`config.mk`:
```
export PLATFORM = sky130hd
export DESIGN_NAME = tl_source_tracker
export DESIGN_NICKNAME = d
export VERILOG_FILES = /design/src/rtl/tl_tracker_pkg.sv /design/src/rtl/tl_beat_counter.sv /design/src/rtl/tl_source_tracker.sv
export SDC_FILE = /design/constraint.sdc
export NUM_CORES = 1
export LEC_CHECK = 0
export ABC_AREA = 1
export CORE_UTILIZATION = 40
export CTS_BUF_LIST = sky130_fd_sc_hd__clkbuf_16
export DETAILED_ROUTE_END_ITERATION = 10
export HOLD_SLACK_MARGIN = 0.15
export PLACE_DENSITY = 0.63
export SLEW_MARGIN = 5
export SYNTH_ARGS = -nofsm -noshare
export SYNTH_HDL_FRONTEND = slang
export SYNTH_SLANG_ARGS = --single-unit
export TNS_END_PERCENT = 100
```
`constraint.sdc`:
```
create_clock -name clock -period 4.7 [get_ports clock]
set_clock_uncertainty 0.15 [all_clocks]
set_input_delay 0.705 -clock clock [delete_from_list [all_inputs] [get_ports clock]]
set_output_delay 0.705 -clock clock [all_outputs]
set_load 0.01 [all_outputs]
```
`src/rtl/tl_tracker_pkg.sv`:
```
`default_nettype none
// ============================================================================
// Module  : tl_tracker_pkg
// Brief   : TileLink-UL opcode constants and helper functions shared by the
//           source tracker and its beat counters.
// Revision: 1.0 - initial release
// ============================================================================
package tl_tracker_pkg;

  // A channel opcodes
  localparam logic [2:0] PUT_FULL    = 3'd0;
  localparam logic [2:0] PUT_PARTIAL = 3'd1;
  localparam logic [2:0] ARITHMETIC  = 3'd2;
  localparam logic [2:0] LOGICAL     = 3'd3;
  localparam logic [2:0] GET         = 3'd4;
  localparam logic [2:0] INTENT      = 3'd5;

  // D channel opcodes
  localparam logic [2:0] ACCESS_ACK      = 3'd0;
  localparam logic [2:0] ACCESS_ACK_DATA = 3'd1;
  localparam logic [2:0] HINT_ACK        = 3'd2;

  // Response opcode a request is expected to receive
  function automatic logic [2:0] exp_resp(input logic [2:0] a_op);
    case (a_op)
      PUT_FULL, PUT_PARTIAL:    exp_resp = ACCESS_ACK;
      ARITHMETIC, LOGICAL, GET: exp_resp = ACCESS_ACK_DATA;
      INTENT:                   exp_resp = HINT_ACK;
      default:                  exp_resp = ACCESS_ACK;
    endcase
  endfunction

  // Beats in a message: one 4-byte beat per word when data is carried
  function automatic logic [31:0] num_beats(input logic [7:0] size, input logic has_data);
    if (!has_data || size <= 8'd2) num_beats = 32'd1;
    else                           num_beats = 32'd1 << (size - 8'd2);
  endfunction

  function automatic logic a_has_data(input logic [2:0] a_op);
    return a_op <= LOGICAL;
  endfunction

  function automatic logic d_has_data(input logic [2:0] d_op);
    return d_op == ACCESS_ACK_DATA;
  endfunction

endpackage
`default_nettype wire

```
`src/rtl/tl_beat_counter.sv`:
```
`default_nettype none
// ============================================================================
// Module  : tl_beat_counter
// Brief   : Tracks position within a multi-beat TileLink message; reports the
//           first and last beat of the message currently on the channel.
// Revision: 1.0 - initial release
// ============================================================================
module tl_beat_counter
  import tl_tracker_pkg::*;
#(
  parameter int SIZE_BITS = 4
) (
  input  logic                 clock,
  input  logic                 reset,
  input  logic                 fire,
  input  logic [SIZE_BITS-1:0] size,
  input  logic                 has_data,
  output logic                 first,
  output logic                 last
);

  // Wide enough for beats-1 of the largest encodable size
  localparam int CNT_W = (2**SIZE_BITS > 32) ? 32 :
                         ((2**SIZE_BITS < 2) ? 2 : 2**SIZE_BITS);

  logic [31:0]      w_beats;
  logic [CNT_W-1:0] r_cnt;

  assign w_beats = num_beats(8'(size), has_data);
  assign first   = (r_cnt == '0);
  assign last    = (first && (w_beats == 32'd1)) || (r_cnt == CNT_W'(1));

  // Remaining-beats counter: load on a first-beat fire, count down after
  always_ff @(posedge clock) begin
    if (reset)      r_cnt <= '0;
    else if (fire)  r_cnt <= first ? (w_beats[CNT_W-1:0] - CNT_W'(1))
                                   : (r_cnt - CNT_W'(1));
  end

endmodule
`default_nettype wire

```
`src/rtl/tl_source_tracker.sv`:
```
`default_nettype none
// ============================================================================
// Module  : tl_source_tracker
// Brief   : Per-source in-flight tracking on a TileLink-UL link; checks each
//           D response against its A request and raises error strobes.
//           Optional watchdog enabled by defining TL_TRACKER_WATCHDOG_EN.
// Revision: 1.0 - initial release
// ============================================================================
module tl_source_tracker
  import tl_tracker_pkg::*;
#(
  parameter int SOURCE_BITS = 4,
  parameter int SIZE_BITS   = 4,
  parameter int TIMEOUT     = 1024
) (
  input  logic                   clock,
  input  logic                   reset,
  input  logic                   a_valid,
  input  logic                   a_ready,
  input  logic [2:0]             a_opcode,
  input  logic [SIZE_BITS-1:0]   a_size,
  input  logic [SOURCE_BITS-1:0] a_source,
  input  logic                   d_valid,
  input  logic                   d_ready,
  input  logic [2:0]             d_opcode,
  input  logic [SIZE_BITS-1:0]   d_size,
  input  logic [SOURCE_BITS-1:0] d_source,
  output logic                   err_reuse,
  output logic                   err_unexpected,
  output logic                   err_opcode,
  output logic                   err_size,
  output logic                   err_timeout,
  output logic                   err_sticky,
  output logic [SOURCE_BITS:0]   inflight_cnt,
  output logic                   idle
);

  localparam int NSRC = 2**SOURCE_BITS;

  // A watchdog limit below 2 cannot count
  if (TIMEOUT < 2) begin : g_timeout_check
    $error("tl_source_tracker: TIMEOUT must be at least 2");
  end

  logic                   w_a_fire, w_d_fire;
  logic                   w_a_first, w_a_last_unused, w_d_first, w_d_last;
  logic                   w_set, w_clr, w_d_check, w_d_hit, w_a_busy, w_inc;
  logic                   w_reuse, w_unexp, w_opcode, w_size, w_timeout;
  logic [NSRC-1:0]        r_inflight;
  logic [2:0]             r_exp_op   [NSRC];
  logic [SIZE_BITS-1:0]   r_exp_size [NSRC];
  logic [SOURCE_BITS:0]   r_cnt;
  logic                   r_live;

  assign w_a_fire = a_valid & a_ready;
  assign w_d_fire = d_valid & d_ready;

  tl_beat_counter #(.SIZE_BITS(SIZE_BITS)) u_a_beats (
    .clock    (clock),
    .reset    (reset),
    .fire     (w_a_fire),
    .size     (a_size),
    .has_data (a_has_data(a_opcode)),
    .first    (w_a_first),
    .last     (w_a_last_unused)
  );

  tl_beat_counter #(.SIZE_BITS(SIZE_BITS)) u_d_beats (
    .clock    (clock),
    .reset    (reset),
    .fire     (w_d_fire),
    .size     (d_size),
    .has_data (d_has_data(d_opcode)),
    .first    (w_d_first),
    .last     (w_d_last)
  );

  // A clear retires the D source before the A reuse check sees it
  assign w_set     = w_a_fire & w_a_first;
  assign w_d_check = w_d_fire & w_d_first;
  assign w_d_hit   = r_inflight[d_source];
  assign w_clr     = w_d_fire & w_d_last & w_d_hit;
  assign w_a_busy  = r_inflight[a_source] & ~(w_clr & (d_source == a_source));
  assign w_inc     = w_set & ~w_a_busy;

  assign w_reuse  = w_set & w_a_busy;
  assign w_unexp  = w_d_check & ~w_d_hit;
  assign w_opcode = w_d_check & w_d_hit & (d_opcode != r_exp_op[d_source]);
  assign w_size   = w_d_check & w_d_hit & (d_size   != r_exp_size[d_source]);

`ifdef TL_TRACKER_WATCHDOG_EN
  localparam int WD_W = $clog2(TIMEOUT);

  logic [WD_W-1:0] r_wd;
  logic            w_wd_run;

  assign w_wd_run  = (r_cnt != '0) && !w_d_fire;
  assign w_timeout = w_wd_run && (r_wd == WD_W'(TIMEOUT - 1));

  // Stall watchdog: runs while anything is outstanding and D is quiet
  always_ff @(posedge clock) begin
    if (reset || !w_wd_run || w_timeout) r_wd <= '0;
    else                                 r_wd <= r_wd + WD_W'(1);
  end
`else
  assign w_timeout = 1'b0;
`endif

  // In-flight bits; a set on the same source wins over a clear
  always_ff @(posedge clock) begin
    if (reset) begin
      r_inflight <= '0;
    end else begin
      if (w_clr) r_inflight[d_source] <= 1'b0;
      if (w_set) r_inflight[a_source] <= 1'b1;
    end
  end

  // Expected response record captured on each request's first beat
  always_ff @(posedge clock) begin
    if (w_set) begin
      r_exp_op[a_source]   <= exp_resp(a_opcode);
      r_exp_size[a_source] <= a_size;
    end
  end

  // Count of in-flight sources, saturating at both ends
  always_ff @(posedge clock) begin
    if (reset)
      r_cnt <= '0;
    else if (w_inc && !w_clr && (r_cnt != (SOURCE_BITS+1)'(NSRC)))
      r_cnt <= r_cnt + 1'b1;
    else if (!w_inc && w_clr && (r_cnt != '0))
      r_cnt <= r_cnt - 1'b1;
  end

  // Registered one-cycle error strobes and the sticky summary flag
  always_ff @(posedge clock) begin
    if (reset) begin
      err_reuse      <= 1'b0;
      err_unexpected <= 1'b0;
      err_opcode     <= 1'b0;
      err_size       <= 1'b0;
      err_timeout    <= 1'b0;
      err_sticky     <= 1'b0;
    end else begin
      err_reuse      <= w_reuse;
      err_unexpected <= w_unexp;
      err_opcode     <= w_opcode;
      err_size       <= w_size;
      err_timeout    <= w_timeout;
      err_sticky     <= err_sticky | w_reuse | w_unexp | w_opcode | w_size | w_timeout;
    end
  end

  // Holds idle low while in reset so every output reads 0 there
  always_ff @(posedge clock) begin
    if (reset) r_live <= 1'b0;
    else       r_live <= 1'b1;
  end

  assign inflight_cnt = r_cnt;
  assign idle         = r_live && (r_cnt == '0) && w_a_first && w_d_first;

endmodule
`default_nettype wire

```
==> flow_summary.json <==
{
  "status": "complete, no violations",
  "num_vias": 6837,
  "max_freq_ghz": 0.2383,
  "layout.nets": 1057,
  "crit_fanout": 9,
  "yosysWarnings": 0,
  "synthCells": 968,
  "dieArea_sq_um": 21050,
  "worst_pin_slew_ns": 0.9165,
  "worstSkewPairLatency_ns": 0.43,
  "hpwl_microns": 14710,
  "critPathKind": "primary input to flip-flop",
  "wl_per_cell_microns": 16.12,
  "clk_path_buf_depth": 2,
  "async_flop_share_pct": 0,
  "cts_buffers": 17,
  "period_needed_ns": 4.196,
  "cts_resized": 0,
  "drt_pass1_iterations": 9,
  "synth.cell_area_sq_um": 8188,
  "port_buffers": 38,
  "finalHoldViolCount": 0,
  "hold_path.class": "flip-flop to flip-flop",
  "fin_crit_sh_pct": 89.28,
  "p_per_area_nw_per_um2": 347.4,
  "required_ns": 4.88,
  "grt_pass1_vias": 6509,
  "synth_edf_count": 96,
  "grt_first_pass_wirelength_microns": 33610,
  "die_w_microns": 145.1,
  "area_growth_pct": 15.65,
  "crit_path_end_kind": "flip-flop",
  "start_kind": "primary input",
  "htree_levels": 4,
  "fillers": 1911,
  "drv_cap": 0,
  "drt-total-wl_microns": 20860,
  "antennaDiodeCount": 0,
  "ff2ff_setup_slack_ns": 1.18,
  "yosysUniqueCellTypes": 47,
  "die_y_microns": 145.1,
  "r2r_cells": 22,
  "timing.rr.end": "inflight_cnt[4]",
  "io_pins": 40,
  "postCtsHoldBufs": 0,
  "cts.sinks": 155,
  "cts.root.buffer_cell": "clkbuf_16",
  "row_count": 51,
  "drive_gt1_share_pct": 9.718,
  "power.leakage_uw": 0.003738,
  "tns_ns": 0,
  "routed_via_density": 5.284,
  "startpoint": "d_size[1]",
  "core_sq_um": 19780,
  "clkTransAtPathRegs_ns": 0.07,
  "finalSetupViolCount": 0,
  "peakVddDrop_uv": 267.3,
  "synth_fp_nets": 1009,
  "start_util_pct": 41.39,
  "place.gp.congestion": 0.8813,
  "relSlewSlack_pct": 38.71,
  "slew_violations": 0,
  "crit_end": "inflight_cnt[4]",
  "critPathArrivalTime_ns": 4.37,
  "drt_iter0_drc": 494,
  "r2r-start": "u_d_beats.r_cnt[0]",
  "ys.flop_type": "edfxtp_1",
  "grt_max_degree": 25,
  "drtAntennaViolNets": 0,
  "grt_setup_unrepaired": "false",
  "antenna_found_initial": 0,
  "yosys_register_bits": 155,
  "grt_usage_pct": 20.20,
  "avgSynthCellArea_sq_um": 8.459,
  "overflow": 0,
  "seq_area_frac_synth_pct": 49.63,
  "cts_tree": "done",
  "whs_ns": 0.3402,
  "post_cts_buffers": 0,
  "remaining_drc_errors": 0
}
kinds of logic after synthesis:
group / Yosys count / share of synthesized area, %
AOI/OAI and AO/OA: 216 / 16.17
xor gates and xnor gates: 25 / 2.674
adders and majority gates: 13 / 2.078
buffers and inverters: 165 / 8.022
DFF: 155 / 49.63
other: 1 / 0.04580
and+or+nand+nor: 393 / 21.38
routing by layer:
metal | track usage (%) | part of all wire (%) | up-vias
met2 | 33.82 | 48 | 166
met5 | 0 | 0 | -
met3 | 3.396 | 4.2 | 21
met1 | 27.08 | 47 | 3249
met4 | 5.053 | 1.2 | 0
li1 | - | - | 3401
critical path, cell delays in order:
cell and delay, ns:
clkdlybuf4s50_1 0.49, inv_2 0.07, ha_1 0.20, ha_1 0.17, nor2_1 0.10, nand2_1 0.09, nor2_4 0.21, inv_2 0.05
a21oi_2 0.12, inv_1 0.05, ha_1 0.19, inv_1 0.05, nor2_1 0.05, nand3_1 0.09, nor2_1 0.04, nand2_1 0.06
nand2_2 0.10, a21oi_2 0.21, nand3_4 0.16, ha_1 0.33, inv_1 0.10, o21bai_1 0.09, a31oi_1 0.21, nand4_1 0.17
nand3_2 0.11, nand2_1 0.05, nand2_1 0.06, nor2_2 0.04
stage by stage:
stage	util (%)	cell area (sq um)	std cells	setup slack, ns	power (uW)
global route	47.87	9469	1294	0.2236	3417
detailed placement	45.14	8930	1262	0.08455	2024
global placement	45.14	8930	1262	0.1664	2020
finish	47.87	9469	1294	0.5040	3289
CTS	47.87	9469	1294	0.5242	3301
floorplan	-	8188	968	0.7947	1869
layout by cell type, fill, tap and decap left out, drive strengths merged:
cell           synthesis  routed
a211oi                 1       1
a21oi                 58      58
a221oi                 5       5
a22oi                 64      64
a31oi                  9       9
a41oi                  1       1
buf                   17      25
clkbuf                17      17
clkdlybuf4s50          0      38
clkinv                 2       5
clkinvlp               0       3
conb                   1       1
dfxtp                 59      59
edfxtp                96      96
fa                     1       1
ha                    12      12
inv                  129     138
nand2                165     165
nand3                 58      58
nand3b                 2       2
nand4                 15      15
nor2                 132     132
nor3                  11      11
nor4                   8       8
o211ai                 4       4
o21ai                 63      63
o21bai                 4       4
o221ai                 1       1
o22ai                  1       1
o31ai                  4       4
o41ai                  1       1
or2                    2       2
xnor2                  6       6
xor2                  19      19
synth_stat cells (7+ instances only):
master | n | area [sq um]
nand3_1 | 53 | 265.3
edfxtp_1 | 96 | 2883
nor4_1 | 7 | 43.79
o21ai_0 | 46 | 230.2
clkbuf_1 | 17 | 63.81
a22oi_1 | 64 | 480.5
xor2_1 | 19 | 166.4
o21ai_1 | 17 | 85.08
nor2_2 | 7 | 43.79
nand2_1 | 157 | 589.3
nand4_1 | 15 | 93.84
inv_1 | 115 | 431.7
a21oi_1 | 56 | 280.3
nor3_1 | 9 | 45.04
nor2_1 | 122 | 457.9
ha_1 | 12 | 150.1
inv_2 | 14 | 52.55
a31oi_1 | 9 | 56.30
dfxtp_1 | 59 | 1181
buf_2 | 12 | 60.06
final cells by class:
class	instances	area, sq um	area share (%)
clock inverters	15	113.9	1.202
repair buffers	63	568.0	5.999
clock buffers	17	425.4	4.493
multi-input cells	648	3475	36.69
well taps	265	331.6	3.502
flip-flops and latches	155	4064	42.92
inverters	131	491.7	5.193
flip-flops by register name (all words and copies together) (netlist names), 5 cells and up:
signal,flops
inflight_cnt,5
r_exp_op,32
r_exp_size,64
r_inflight,16
u_a_beats.r_cnt,16
u_d_beats.r_cnt,16
how the worst min path moves through the flow:
stage / from / to / slack (ns) / depth (start not counted)
CTS: u_d_beats.r_cnt[13] / u_d_beats.r_cnt[13] / 0.34 / 2
floorplan: r_inflight[15] / r_inflight[15] / 0.31 / 2
global placement: r_inflight[7] / r_inflight[7] / 0.33 / 2
global route: r_inflight[15] / r_inflight[15] / 0.37 / 2
detailed placement: u_d_beats.r_cnt[13] / u_d_beats.r_cnt[13] / 0.33 / 2
finish: u_d_beats.r_cnt[13] / u_d_beats.r_cnt[13] / 0.34 / 2
power breakdown:
group | switching (uW) | internal (uW) | total, uW
logic | 336 | 172 | 509
clock network | 604 | 685 | 1290
registers | 21.0 | 1470 | 1490
total | 962 | 2330 | 3290
No activity file was read; power rests on OpenSTA's default activity.
